--- src/rtl/sc_pkg.sv ---
// Shared types and helpers for the early-termination stochastic number generator.
package sc_pkg;

  typedef enum logic {
    IDLE = 1'b0,
    RUN  = 1'b1
  } state_t;

  // Widest sequence that bitrev can handle.
  localparam int BITREV_MAX = 32;

  // Width needed to hold a precision value in the range 0..width.
  function automatic int pw_of(input int width);
    return $clog2(width + 1);
  endfunction

  // Reverse the low `width` bits of v (van der Corput radical inverse).
  // Bits above `width` in the result are zero.
  function automatic logic [BITREV_MAX-1:0] bitrev(input logic [BITREV_MAX-1:0] v,
                                                   input int width);
    logic [BITREV_MAX-1:0] r;
    r = {<<{v}};
    return r >> (BITREV_MAX - width);
  endfunction

endpackage

--- src/rtl/sng_cmp.sv ---
// Stochastic bit generator: compares an operand against one value of a
// low-discrepancy sequence. The bit is 1 when the operand exceeds the sequence value.
module sng_cmp #(
  parameter int WIDTH = 8
) (
  input  logic [WIDTH-1:0] op,
  input  logic [WIDTH-1:0] seq,
  output logic             sbit
);

  assign sbit = (op > seq);

endmodule

--- src/rtl/et_sng_mul.sv ---
// Early-termination stochastic number generator and multiplier.
// Emits 2^P stochastic bits for X and Y, plus pz = px & py.
// The X sequence is the bit-reversed counter. The Y sequence is either the
// scaled counter (corr=0, product) or the same bit-reversed counter
// (corr=1, minimum).
//
//   state | meaning
//   ------+----------------------------------------------------------
//   IDLE  | no stream; outputs low; ready=1
//   RUN   | bit index ctr is on the outputs; ready=1 only on the last bit
//
// The next bit index and its operands are resolved combinationally, then
// registered together with the comparator results. As a result, bit i of a
// stream accepted on cycle t appears on cycle t+1+i.
module et_sng_mul
  import sc_pkg::*;
#(
  parameter int WIDTH = 8,
  parameter int PW    = pw_of(WIDTH)
) (
  input  logic             clk,
  input  logic             rst_n,
  input  logic             start,
  output logic             ready,
  input  logic [WIDTH-1:0] x,
  input  logic [WIDTH-1:0] y,
  input  logic [PW-1:0]    prec,
  input  logic             corr,
  input  logic             abort,
  output logic             valid,
  output logic             px,
  output logic             py,
  output logic             pz,
  output logic             first,
  output logic             done
);

  localparam logic [PW-1:0]  P_MAX = PW'(WIDTH);
  localparam logic [WIDTH:0] ONE   = {{WIDTH{1'b0}}, 1'b1};

  state_t           state;
  logic [WIDTH:0]   ctr;
  logic [WIDTH-1:0] x_q;
  logic [WIDTH-1:0] y_q;
  logic             corr_q;
  logic [PW-1:0]    p_q;

  logic [WIDTH:0]   cur_last;
  logic             last;
  logic             accept;

  logic             nxt_run;
  logic [WIDTH:0]   nxt_idx;
  logic [WIDTH-1:0] nxt_x;
  logic [WIDTH-1:0] nxt_y;
  logic             nxt_corr;
  logic [PW-1:0]    nxt_p;
  logic [WIDTH:0]   nxt_last;

  logic [BITREV_MAX-1:0] idx_ext;
  logic [BITREV_MAX-1:0] rx_full;
  logic [WIDTH:0]        ry_full;
  logic [WIDTH-1:0]      rx;
  logic [WIDTH-1:0]      ry;
  logic                  bit_x;
  logic                  bit_y;
  logic                  unused_ok;

  // The last index is 2^P - 1. The counter is one bit wider than the
  // sequence, so P = WIDTH fits.
  assign cur_last = (ONE << p_q) - ONE;
  assign last     = (state == RUN) && (ctr == cur_last);
  assign ready    = (state == IDLE) || last;
  assign accept   = start && ready;

  // Resolve what the next cycle carries. Abort wins over a back-to-back accept.
  always_comb begin
    nxt_run  = 1'b0;
    nxt_idx  = '0;
    nxt_x    = x_q;
    nxt_y    = y_q;
    nxt_corr = corr_q;
    nxt_p    = p_q;
    if ((state == RUN) && abort) begin
      nxt_run = 1'b0;
    end else if (accept) begin
      nxt_run  = 1'b1;
      nxt_x    = x;
      nxt_y    = y;
      nxt_corr = corr;
      nxt_p    = (prec > P_MAX) ? P_MAX : prec;
    end else if ((state == RUN) && !last) begin
      nxt_run = 1'b1;
      nxt_idx = ctr + ONE;
    end
  end

  // Build sequence values for the next index.
  // Y uses the scaled counter (Hammersley) or shares the X sequence.
  always_comb begin
    idx_ext              = '0;
    idx_ext[WIDTH-1:0]   = nxt_idx[WIDTH-1:0];
    rx_full              = bitrev(idx_ext, WIDTH);
    rx                   = rx_full[WIDTH-1:0];
    ry_full              = nxt_idx << (P_MAX - nxt_p);
    ry                   = nxt_corr ? rx : ry_full[WIDTH-1:0];
    nxt_last             = (ONE << nxt_p) - ONE;
  end

  // Upper bits are always zero. They are tied off here so the intent is explicit.
  assign unused_ok = ^{rx_full[BITREV_MAX-1:WIDTH], ry_full[WIDTH]};

  sng_cmp #(.WIDTH(WIDTH)) u_cmp_x (
    .op   (nxt_x),
    .seq  (rx),
    .sbit (bit_x)
  );

  sng_cmp #(.WIDTH(WIDTH)) u_cmp_y (
    .op   (nxt_y),
    .seq  (ry),
    .sbit (bit_y)
  );

  // FSM, counter, operand registers and registered stream outputs.
  always_ff @(posedge clk or negedge rst_n) begin
    if (!rst_n) begin
      state  <= IDLE;
      ctr    <= '0;
      x_q    <= '0;
      y_q    <= '0;
      corr_q <= 1'b0;
      p_q    <= '0;
      valid  <= 1'b0;
      px     <= 1'b0;
      py     <= 1'b0;
      pz     <= 1'b0;
      first  <= 1'b0;
      done   <= 1'b0;
    end else begin
      state  <= nxt_run ? RUN : IDLE;
      ctr    <= nxt_idx;
      x_q    <= nxt_x;
      y_q    <= nxt_y;
      corr_q <= nxt_corr;
      p_q    <= nxt_p;
      valid  <= nxt_run;
      px     <= nxt_run & bit_x;
      py     <= nxt_run & bit_y;
      pz     <= nxt_run & bit_x & bit_y;
      first  <= nxt_run & (nxt_idx == '0);
      done   <= nxt_run & (nxt_idx == nxt_last);
    end
  end

endmodule

--- config.mk ---
export PLATFORM = sky130hd
export DESIGN_NAME = et_sng_mul
export DESIGN_NICKNAME = d
export VERILOG_FILES = /design/src/rtl/sc_pkg.sv /design/src/rtl/sng_cmp.sv /design/src/rtl/et_sng_mul.sv
export SDC_FILE = /design/constraint.sdc
export NUM_CORES = 1
export LEC_CHECK = 0
export ABC_AREA = 1
export CAP_MARGIN = 20
export CORE_UTILIZATION = 60
export CTS_CLUSTER_SIZE = 28
export DETAILED_ROUTE_END_ITERATION = 12
export DONT_BUFFER_PORTS = 1
export GPL_ROUTABILITY_DRIVEN = 1
export PLACE_DENSITY = 0.73
export SYNTH_ARGS = -nofsm -noshare
export SYNTH_HDL_FRONTEND = slang
export SYNTH_HIERARCHICAL = 1
export SYNTH_SLANG_ARGS = --single-unit
--- constraint.sdc ---
create_clock -name clk -period 6.25 [get_ports clk]
set_clock_uncertainty 0.15 [all_clocks]
set_input_delay 1.25 -clock clk [delete_from_list [all_inputs] [get_ports clk]]
set_output_delay 1.25 -clock clk [all_outputs]
set_load 0.05 [all_outputs]
======== Word level (Yosys, flattened, before mapping) ========
Index checks and enable logic that the tools add are counted.
storage, ports and cells
  bits in registers ....................... 37
  bits of input ports ..................... 25
  output and inout port bits .............. 7
  word-level logic and storage cells ...... 54
operators by class
  $add $sub $neg .......................... 4
  order comparisons ....................... 3
  equality and inequality tests ........... 2
  shift-type cells ........................ 3
  muxes and demuxes ....................... 17
  bitwise gates (word level) .............. 6
  reductions and logical operators ........ 7
operator list
  operator               count
  $mux W8                5
  $mux W9                3
  $eq A9 B9 Y1           2
  $shl A1 B4 Y9 const A  2
  $sub A9 B1 Y9 const B  2
  $gt A8 B8 Y1           2
  $mux W4                3
  $add A9 B1 Y9 const B  1
  $logic_not A9 Y1       1
  $shl A9 B4 Y8          1
  $mux W1                6
  $and A1 B1 Y1          5
  $gt A4 B4 Y1 const B   1
  $logic_and A1 B1 Y1    4
  $sub A4 B4 Y4 const A  1
  $logic_not A1 Y1       1
  $logic_or A1 B1 Y1     1
  $not A1 Y1             1

======== Longest topological paths before layout ========
Gate-level depths: netlist of the first run.
  depth after elaboration ................. 13
  gate-level depth with buffers ........... 35
  mapped depth without buffers ............ 34

======== Modules after synthesis ========
Netlist of the first run, hierarchy kept.
modules (own cells, without submodules)
  module      instances  cells each  area an instance (um^2)  seq. area each (um^2)
  et_sng_mul  1          396         2671.3                   900.9
  sng_cmp     2          36          217.7                    0.0

======== Worst setup path after synthesis of the first run ========
Ideal clock, no wire load.
  path kind ............................... register -> register
  from .................................... register p_q[1]
  to ...................................... register pz
  setup time .............................. 0.086 ns
  arrival ................................. 4.121 ns
  data required time ...................... 6.014 ns
  setup slack ............................. 1.893 ns
  stages on the path, launching flop included .. 34
  buffers on the path ..................... 2
  period minus slack after synthesis ...... 4.357 ns
  path through ............................ dfrtp_1 > nor2_1 > nand2_1 > ha_1 > inv_1 > nand2_1 > nand2_1 > nor2_1 > nand2_1 > nor2_1 > nand2_1 > nor2_2 > nand3_2 > nand2_4 > nand2_4 > buf_6 > nand2_2 > nand2_4 > buf_4 > ha_1 > inv_1 > or2_2 > nand2_1 > nand3_1 > o21ai_0 > inv_1 > ha_1 > nand2_1 > nor2_2 > nand3_1 > nor2_1 > a21oi_1 > inv_1 > nor3_1
between the ends
  longest elaborated chain between the ends .. 13
  elaborated cells between the ends (all ways) .. 29
  those cells by class .................... add/sub (2); order compare (2); eq/ne (1); shift (2); mux (15); bitwise (2); reduce/logical (5)
RTL lines
  element                   line               source
  start: declaration        et_sng_mul.sv:46   logic [PW-1:0] p_q;
  start signal: assignment  et_sng_mul.sv:146  p_q <= nxt_p;
  $shl A1 B4 Y9             et_sng_mul.sv:71   assign cur_last = (ONE << p_q) - ONE;
  $sub A9 B1 Y9             et_sng_mul.sv:71
  $eq A9 B9 Y1              et_sng_mul.sv:72   assign last = (state == RUN) && (ctr == cur_last);
  $logic_and A1 B1 Y1       et_sng_mul.sv:72
  $logic_or A1 B1 Y1        et_sng_mul.sv:73   assign ready = (state == IDLE) || last;
  via ready                 et_sng_mul.sv:24   output logic ready,
  $logic_and A1 B1 Y1       et_sng_mul.sv:74   assign accept = start && ready;
  $mux W4                   et_sng_mul.sv:86   end else if (accept) begin
  $mux W4                   et_sng_mul.sv:84   if ((state == RUN) && abort) begin
  via nxt_p[0]              et_sng_mul.sv:57   logic [PW-1:0] nxt_p;
  $sub A4 B4 Y4             et_sng_mul.sv:105  ry_full = nxt_idx << (P_MAX - nxt_p);
  $shl A9 B4 Y8             et_sng_mul.sv:105
  $mux W8                   et_sng_mul.sv:106  ry = nxt_corr ? rx : ry_full[WIDTH-1:0];
  via ry[5]                 et_sng_mul.sv:64   logic [WIDTH-1:0] ry;
  $gt A8 B8 Y1              sng_cmp.sv:11      assign sbit = (op > seq);
  via bit_y                 et_sng_mul.sv:66   logic bit_y;
  $and A1 B1 Y1             et_sng_mul.sv:150  pz <= nxt_run & bit_x & bit_y;
  end signal: assignment    et_sng_mul.sv:150
  end: declaration          et_sng_mul.sv:33   output logic pz,
The timed path passes the listed nets, and every way through them passes these cells.

======== Worst setup path in the final report of the first run ========
  from .................................... register p_q[1]
  to ...................................... register pz
between the ends
  longest elaborated chain between the ends .. 13
  elaborated cells between the ends (all ways) .. 29
  those cells by class .................... add/sub (2); order compare (2); eq/ne (1); shift (2); mux (15); bitwise (2); reduce/logical (5)
RTL lines
  element                line
  $shl A1 B4 Y9 *        et_sng_mul.sv:71
  $sub A9 B1 Y9 *        et_sng_mul.sv:71
  $eq A9 B9 Y1 *         et_sng_mul.sv:72
  $logic_and A1 B1 Y1 *  et_sng_mul.sv:72
  $logic_or A1 B1 Y1 *   et_sng_mul.sv:73
  via ready              et_sng_mul.sv:24
  $logic_and A1 B1 Y1 *  et_sng_mul.sv:74
  $mux W4                et_sng_mul.sv:86
  $mux W4                et_sng_mul.sv:84
  $sub A4 B4 Y4          et_sng_mul.sv:105
  $shl A9 B4 Y8          et_sng_mul.sv:105
  $mux W8 *              et_sng_mul.sv:106
  via ry[6]              et_sng_mul.sv:64
  $gt A8 B8 Y1 *         sng_cmp.sv:11
  via bit_y              et_sng_mul.sv:66
  $and A1 B1 Y1 *        et_sng_mul.sv:150
The timed path passes the listed nets; every way through them passes the cells marked *.

==> results of run 1 <==
layout make-up:
cell class	instances	area, µm²
fill	423	1580
tap	67	83.8
multi-input combinational	351	1880
clock inverter	1	30.0
sequential	36	901
inverter	74	280
clock buffer	7	96.3
per-stage QoR:
step           power (mW)  hold slack, ns  area [µm²]
2_1_floorplan       0.693           0.295        3110
3_3_place_gp        0.765           0.316        3150
3_5_place_dp        0.771           0.317        3150
4_1_cts              1.00           0.336        3270
5_1_grt              1.09           0.372        3270
6_report             1.00           0.332        3270
kinds of logic (layout without fill, tap and decap cells):
| logic type | count (synthesis) | in the layout | synth area share |
|---|---|---|---|
| simple gates | 276 | 276 | 0.401 |
| compound gates | 42 | 42 | 0.0810 |
| fa+ha+maj | 25 | 25 | 0.101 |
| buf+inv | 81 | 82 | 0.105 |
| flops | 36 | 36 | 0.290 |
| xor+xnor | 8 | 8 | 0.0226 |
flip-flops by register name, indices dropped and copies added (netlist names):
register and cells:
corr_q 1, ctr 9, done 1, first 1
p_q 4, px 1, py 1, pz 1
state 1, x_q 8, y_q 8
worst max-delay path: cells and delay by family (launching register included):
family	cells	cell delay, ns
and+or+nand+nor	19	2.38
buffers and inverters	6	0.66
adders and majority gates	4	1.17
DFF	1	0.47
AOI/OAI and AO/OA	3	0.42
cell usage in the layout, fill, tap and decap left out, types with 3 or more instances in the layout:
cell / n
inv_1: 67
nor2_2: 6
nand3_2: 7
nand2_4: 4
inv_2: 6
dfrtp_1: 36
nand4_1: 7
nor2_4: 3
nor2_1: 40
nand3_1: 35
nand2_2: 10
a21oi_1: 10
nand2_1: 158
o22ai_1: 6
xor2_1: 5
o21ai_0: 12
xnor2_1: 3
ha_1: 25
o21ai_1: 7
clkbuf_8: 7
cells in the mapped netlist, types with 5 or more instances:
library cell / number / area, µm²
nand2_1: 158 / 593
inv_1: 67 / 251
nor2_1: 40 / 150
dfrtp_1: 36 / 901
nand3_1: 35 / 175
ha_1: 25 / 313
o21ai_0: 12 / 60.1
a21oi_1: 10 / 50.1
nand2_2: 10 / 62.6
nand3_2: 7 / 70.1
nand4_1: 7 / 43.8
o21ai_1: 7 / 35.0
inv_2: 6 / 22.5
nor2_2: 6 / 37.5
o22ai_1: 6 / 37.5
xor2_1: 5 / 43.8
worst max path at each step:
stage          slack (ns)        startpoint           end  depth (start not counted)
3_3_place_gp         1.08  p_q[1]$_DFF_PN0_  pz$_DFF_PN0_                         32
6_report             0.88  p_q[1]$_DFF_PN0_  pz$_DFF_PN0_                         32
4_1_cts              0.93  p_q[1]$_DFF_PN0_  pz$_DFF_PN0_                         32
5_1_grt              0.25  p_q[1]$_DFF_PN0_  pz$_DFF_PN0_                         32
2_1_floorplan        1.89  p_q[1]$_DFF_PN0_  pz$_DFF_PN0_                         33
3_5_place_dp          1.0  p_q[1]$_DFF_PN0_  pz$_DFF_PN0_                         32
where the power goes:
part | switching, mW | total, mW | internal, mW | leakage (nW)
sequential | 0.0592 | 0.332 | 0.273 | 0.461
clock | 0.0869 | 0.228 | 0.141 | 0.0645
combinational | 0.287 | 0.443 | 0.156 | 1.21
total | 0.433 | 1.00 | 0.570 | 1.74
layer usage:
metal  track usage  wire length [µm]  vias up
met1         0.412              3490     1354
li1              -                 -     1469
met3        0.0528               382       12
met5             0                 0        -
met4        0.0962               136        0
met2         0.483              3580       66
==> results.sh, run 1 <==
export IMPL_clkSinkCount=36
export IMPL_post_cts_hold_buffer_count=0
export IMPL_clk_latency_ns=0.29
export IMPL_cts_buffers=5
export IMPL_htree_levels=2
export IMPL_placed_cells=528
export IMPL_initial_core_util=0.641
export IMPL_criticalPathCategory="register to register"
export IMPL_crit_path_frequent_cell="nand2_1"
export IMPL_grt_ovfl_total=0
export IMPL_layoutNonFillerInstCount=536
export IMPL_drc=0
export IMPL_critical_path_reg2reg_startpoint="p_q[1]$_DFF_PN0_"
export IMPL_pin_count=32
export IMPL_final_net_count=518
export IMPL_cellLeakagePower_nw=1.74
export IMPL_drtIter0Drc=211
export IMPL_number_of_port_buffers=0
export IMPL_worstPathRequired_ns=6.30
export IMPL_yosysSeqAreaShare=0.290
export IMPL_core_region_area_um2=4850
export IMPL_floorplan_rows=25
export IMPL_worst_endpoint_arrival_ns=5.43
export IMPL_worst_hold_path_type="register to register"
export IMPL_floorplan_die_width_um=74.0
export IMPL_worstRegToRegCells=32
export IMPL_detail_route_wirelength_um=7590
export IMPL_place_hpwl_um=5810
export IMPL_postCtsSetupRepairBufs=0
export IMPL_fin_crit_ns=5.37
export IMPL_post_cts_resize_count=0
export IMPL_ant_nets=0
export IMPL_antenna_cells_inserted=0
export IMPL_reg2reg_setup_slack_ns=0.88
export IMPL_via_count_of_the_first_global_routing_pass=2635
export IMPL_max_cap_violations=0
export IMPL_ys_flop_type="dfrtp_1"
export IMPL_number_of_stages_on_the_worst_hold_path=2
export IMPL_critical_path_reg2reg_endpoint="pz$_DFF_PN0_"
export IMPL_fmax_ghz=0.186
export IMPL_run_status="completed"
export IMPL_setup_slack_after_layout_ns=0.877
export IMPL_chipHeight_um=74.0
export IMPL_grt_max_degree=37
export IMPL_setup_tns_final_ns=0
export IMPL_groute_usage_overall=0.301
export IMPL_holdCritStartpoint="x_q[1]$_DFF_PN0_"
export IMPL_post_dr_wirelength_cell_um=14.2
export IMPL_drive_above_1_share=0.109
export IMPL_worst_path_maximum_fanout=22
export IMPL_cts_tree="done"
export IMPL_number_of_warnings_reported_in_the_yosys_synthesis_log=6
export IMPL_worst_slew_pin_transition_ns=0.692
export IMPL_synth_lib_cells_used_distinct=32
export IMPL_cts_root_buf="clkbuf_8"
export IMPL_detailroute_via_count=2901
export IMPL_power_density_nw_per_um2=306
export IMPL_post_place_ws_ns=0.999
export IMPL_unrepaired_setup_endpoints_after_global_routing="false"
export IMPL_setup_viol=0
export IMPL_hold_violations=0
export IMPL_utilization=0.675
export IMPL_endpoint_kind="register"
export IMPL_crit_slowest_cell="dfrtp_1"
export IMPL_slew_headroom=0.537
export IMPL_initial_antenna_violation_count=0
export IMPL_place_congestion=0.913
export IMPL_finalMaxSlewViolations=0
export IMPL_syn_avg_cell_area_um2=6.64
export IMPL_clockBufferDepth=2
export IMPL_syn_inst=468
export IMPL_drtPass1Iterations=4
export IMPL_setup_worst_path_start_class="register"
export IMPL_synth_edff_count=0
export IMPL_via_count_normalized_by_instance_count=5.41
export IMPL_synth_net_count=518
export IMPL_crit_path_max_incr_delay_ns=0.47
export IMPL_design_die_area_um2=5470
export IMPL_synthToLayoutAreaGrowth_pct=5.32
export IMPL_synthesis_area_um2=3110
export IMPL_fraction_of_registers_with_async_set_reset=1.00
export IMPL_synth_ff_latch_count=36
export IMPL_grt_pass1_wl_um=12300
export IMPL_ir_drop_worst_vdd_v=0.000178
export IMPL_whs_endpoint="x_q[1]$_DFF_PN0_"
export IMPL_clk_transition_reported_paths_ns=0.08
export IMPL_final_period_utilization=0.860
Note: power is estimated with default switching activity, not from simulation.
==> run 2, diff against run 1 <==
- CTS_BUF_LIST: unset -> sky130_fd_sc_hd__clkbuf_2 sky130_fd_sc_hd__clkbuf_4 sky130_fd_sc_hd__clkbuf_8
==> results of run 2 <==
Final layout, timing and power as in run 1 (identical DEF).
==> run 3, diff against run 2 <==
- CTS_BUF_LIST: sky130_fd_sc_hd__clkbuf_2 sky130_fd_sc_hd__clkbuf_4 sky130_fd_sc_hd__clkbuf_8 -> unset
- PLACE_DENSITY: 0.73 -> 0.74
==> run 3 against run 2 <==
  * Sequential power barely moved
  * Final area down 0.57%
  * Register-to-register slack gained 0.15 ns
  * Critical path depth is the same
  * Power down 2.3%
  * Wire length is 1.6% lower
  * Die area did not move
  * Fmax increased by 2.8%
  * Critical path type unchanged
  * Largest cell class unchanged
==> results.sh, run 3 (synthesis results as in run 1) <==
export IMPL_run_status="completed"
export IMPL_ir_drop_worst_vdd_v=0.000147
export IMPL_crit_path_max_incr_delay_ns=0.47
export IMPL_post_cts_hold_buffer_count=0
export IMPL_worst_slew_pin_transition_ns=0.706
export IMPL_clockBufferDepth=2
export IMPL_final_net_count=518
export IMPL_setup_tns_final_ns=0
export IMPL_setup_slack_after_layout_ns=1.02
export IMPL_htree_levels=2
export IMPL_power_switching_mw=0.432
export IMPL_worstPathRequired_ns=6.31
export IMPL_floorplan_die_width_um=74.0
export IMPL_cts_buffers=5
export IMPL_utilization=0.671
export IMPL_initial_core_util=0.641
export IMPL_drc=0
export IMPL_clock_network_power_share=0.209
export IMPL_place_area_um2=3150
export IMPL_drive_above_1_share=0.107
export IMPL_mostFrequentLayoutCells="158 x nand2_1, 67 x inv_1, 40 x nor2_1"
export IMPL_p_sw_frac=0.441
export IMPL_via_count_of_the_first_global_routing_pass=2736
export IMPL_power_density_nw_per_um2=301
export IMPL_core_region_area_um2=4850
export IMPL_largest_reg_flops=9
export IMPL_drtIter0Drc=219
export IMPL_largestRegisters="ctr (9), x_q (8), y_q (8)"
export IMPL_placed_cells=528
export IMPL_crit_slowest_cell="dfrtp_1"
export IMPL_synthToLayoutAreaGrowth_pct=4.71
export IMPL_initial_antenna_violation_count=0
export IMPL_grt_max_degree=37
export IMPL_postCtsSetupRepairBufs=0
export IMPL_worst_endpoint_arrival_ns=5.28
export IMPL_max_cap_violations=0
export IMPL_design_die_area_um2=5470
export IMPL_setup_worst_path_start_class="register"
export IMPL_cts_tree="done"
export IMPL_endpoint_kind="register"
export IMPL_pin_count=32
export IMPL_p_int_mw=0.548
export IMPL_criticalPathCategory="register to register"
export IMPL_clkSinkCount=36
export IMPL_final_common_cell="nand2_1"
export IMPL_cts_root_buf="clkbuf_8"
export IMPL_grt_pass1_wl_um=12600
export IMPL_power_sequential_fraction=0.340
export IMPL_fin_crit_ns=5.23
export IMPL_drtPass1Iterations=6
export IMPL_worst_path_maximum_fanout=22
export IMPL_layoutNonFillerInstCount=536
export IMPL_slew_headroom=0.527
export IMPL_groute_usage_overall=0.306
export IMPL_cellLeakagePower_nw=1.73
export IMPL_ant_nets=0
export IMPL_final_period_utilization=0.836
export IMPL_grt_ovfl_total=0
export IMPL_via_count_normalized_by_instance_count=5.34
export IMPL_number_of_port_buffers=0
export IMPL_crit_path_frequent_cell="nand2_1"
export IMPL_unrepaired_setup_endpoints_after_global_routing="false"
export IMPL_post_place_ws_ns=1.12
export IMPL_pwr_share_comb=0.451
export IMPL_antenna_cells_inserted=0
export IMPL_finalMaxSlewViolations=0
export IMPL_fmax_ghz=0.191
export IMPL_detail_route_wirelength_um=7470
export IMPL_post_dr_wirelength_cell_um=13.9
export IMPL_clk_transition_reported_paths_ns=0.08
export IMPL_worst_hold_path_type="register to register"
export IMPL_layout_filler_cells=459
export IMPL_hold_violations=0
export IMPL_clk_latency_ns=0.29
export IMPL_detailroute_via_count=2861
export IMPL_post_cts_resize_count=0
export IMPL_chipHeight_um=74.0
export IMPL_setup_viol=0
export IMPL_largest_register="ctr"
export IMPL_place_congestion=0.948
export IMPL_post_route_cell_area_um2=3250
export IMPL_place_hpwl_um=5830
export IMPL_floorplan_rows=25
run 3: metal layers:
metal,GRT usage,vias to the layer above,share of wire
met3,0.0827,21,0.060
met2,0.491,86,0.46
li1,-,1464,-
met5,0,-,0
met1,0.390,1290,0.46
met4,0.128,0,0.024
run 3: worst paths after layout:
| kind | from | end | slack (ns) | cells after the start |
|---|---|---|---|---|
| min in group asynchronous | rst_n | first$_DFF_PN0_ | 0.49 | 0 |
| max in group asynchronous | rst_n | ctr[5]$_DFF_PN0_ | 5.38 | 0 |
| min reg2reg | x_q[1]$_DFF_PN0_ | x_q[1]$_DFF_PN0_ | 0.33 | 2 |
| max | p_q[1]$_DFF_PN0_ | pz$_DFF_PN0_ | 1.02 | 32 |
| max reg2reg | p_q[1]$_DFF_PN0_ | pz$_DFF_PN0_ | 1.02 | 32 |
| min | x_q[1]$_DFF_PN0_ | x_q[1]$_DFF_PN0_ | 0.33 | 2 |
run 3: final cells by class:
cell class	count	area, µm²	share of cell area
clock buffers	6	72.6	0.0223
clock inverters	2	35.0	0.0108
inverters	74	280	0.0862
multi-input cells	351	1880	0.578
flip-flops and latches	36	901	0.277
well taps	67	83.8	0.0258
run 3: power by group through the flow:
| stage | combinational [mW] | sequential (mW) | clock, mW |
|---|---|---|---|
| floorplan | 0.362 | 0.331 | 0 |
| global placement | 0.426 | 0.336 | 0 |
| detailed placement | 0.435 | 0.337 | 0 |
| CTS | 0.438 | 0.333 | 0.211 |
| global route | 0.500 | 0.337 | 0.222 |
| finish | 0.442 | 0.333 | 0.205 |
run 3: worst max-delay path: cells and delay by family (launching register included):
family / cells / cell delay, ns
simple gates: 19 / 2.34
flops: 1 / 0.47
compound gates: 3 / 0.35
fa+ha+maj: 4 / 1.18
buf+inv: 6 / 0.64
run 3: through the flow:
stage               hold slack (ns)  power (mW)
floorplan                     0.295       0.693
global placement              0.316       0.761
detailed placement            0.320       0.772
CTS                           0.337       0.982
global route                  0.358        1.06
finish                        0.334       0.980
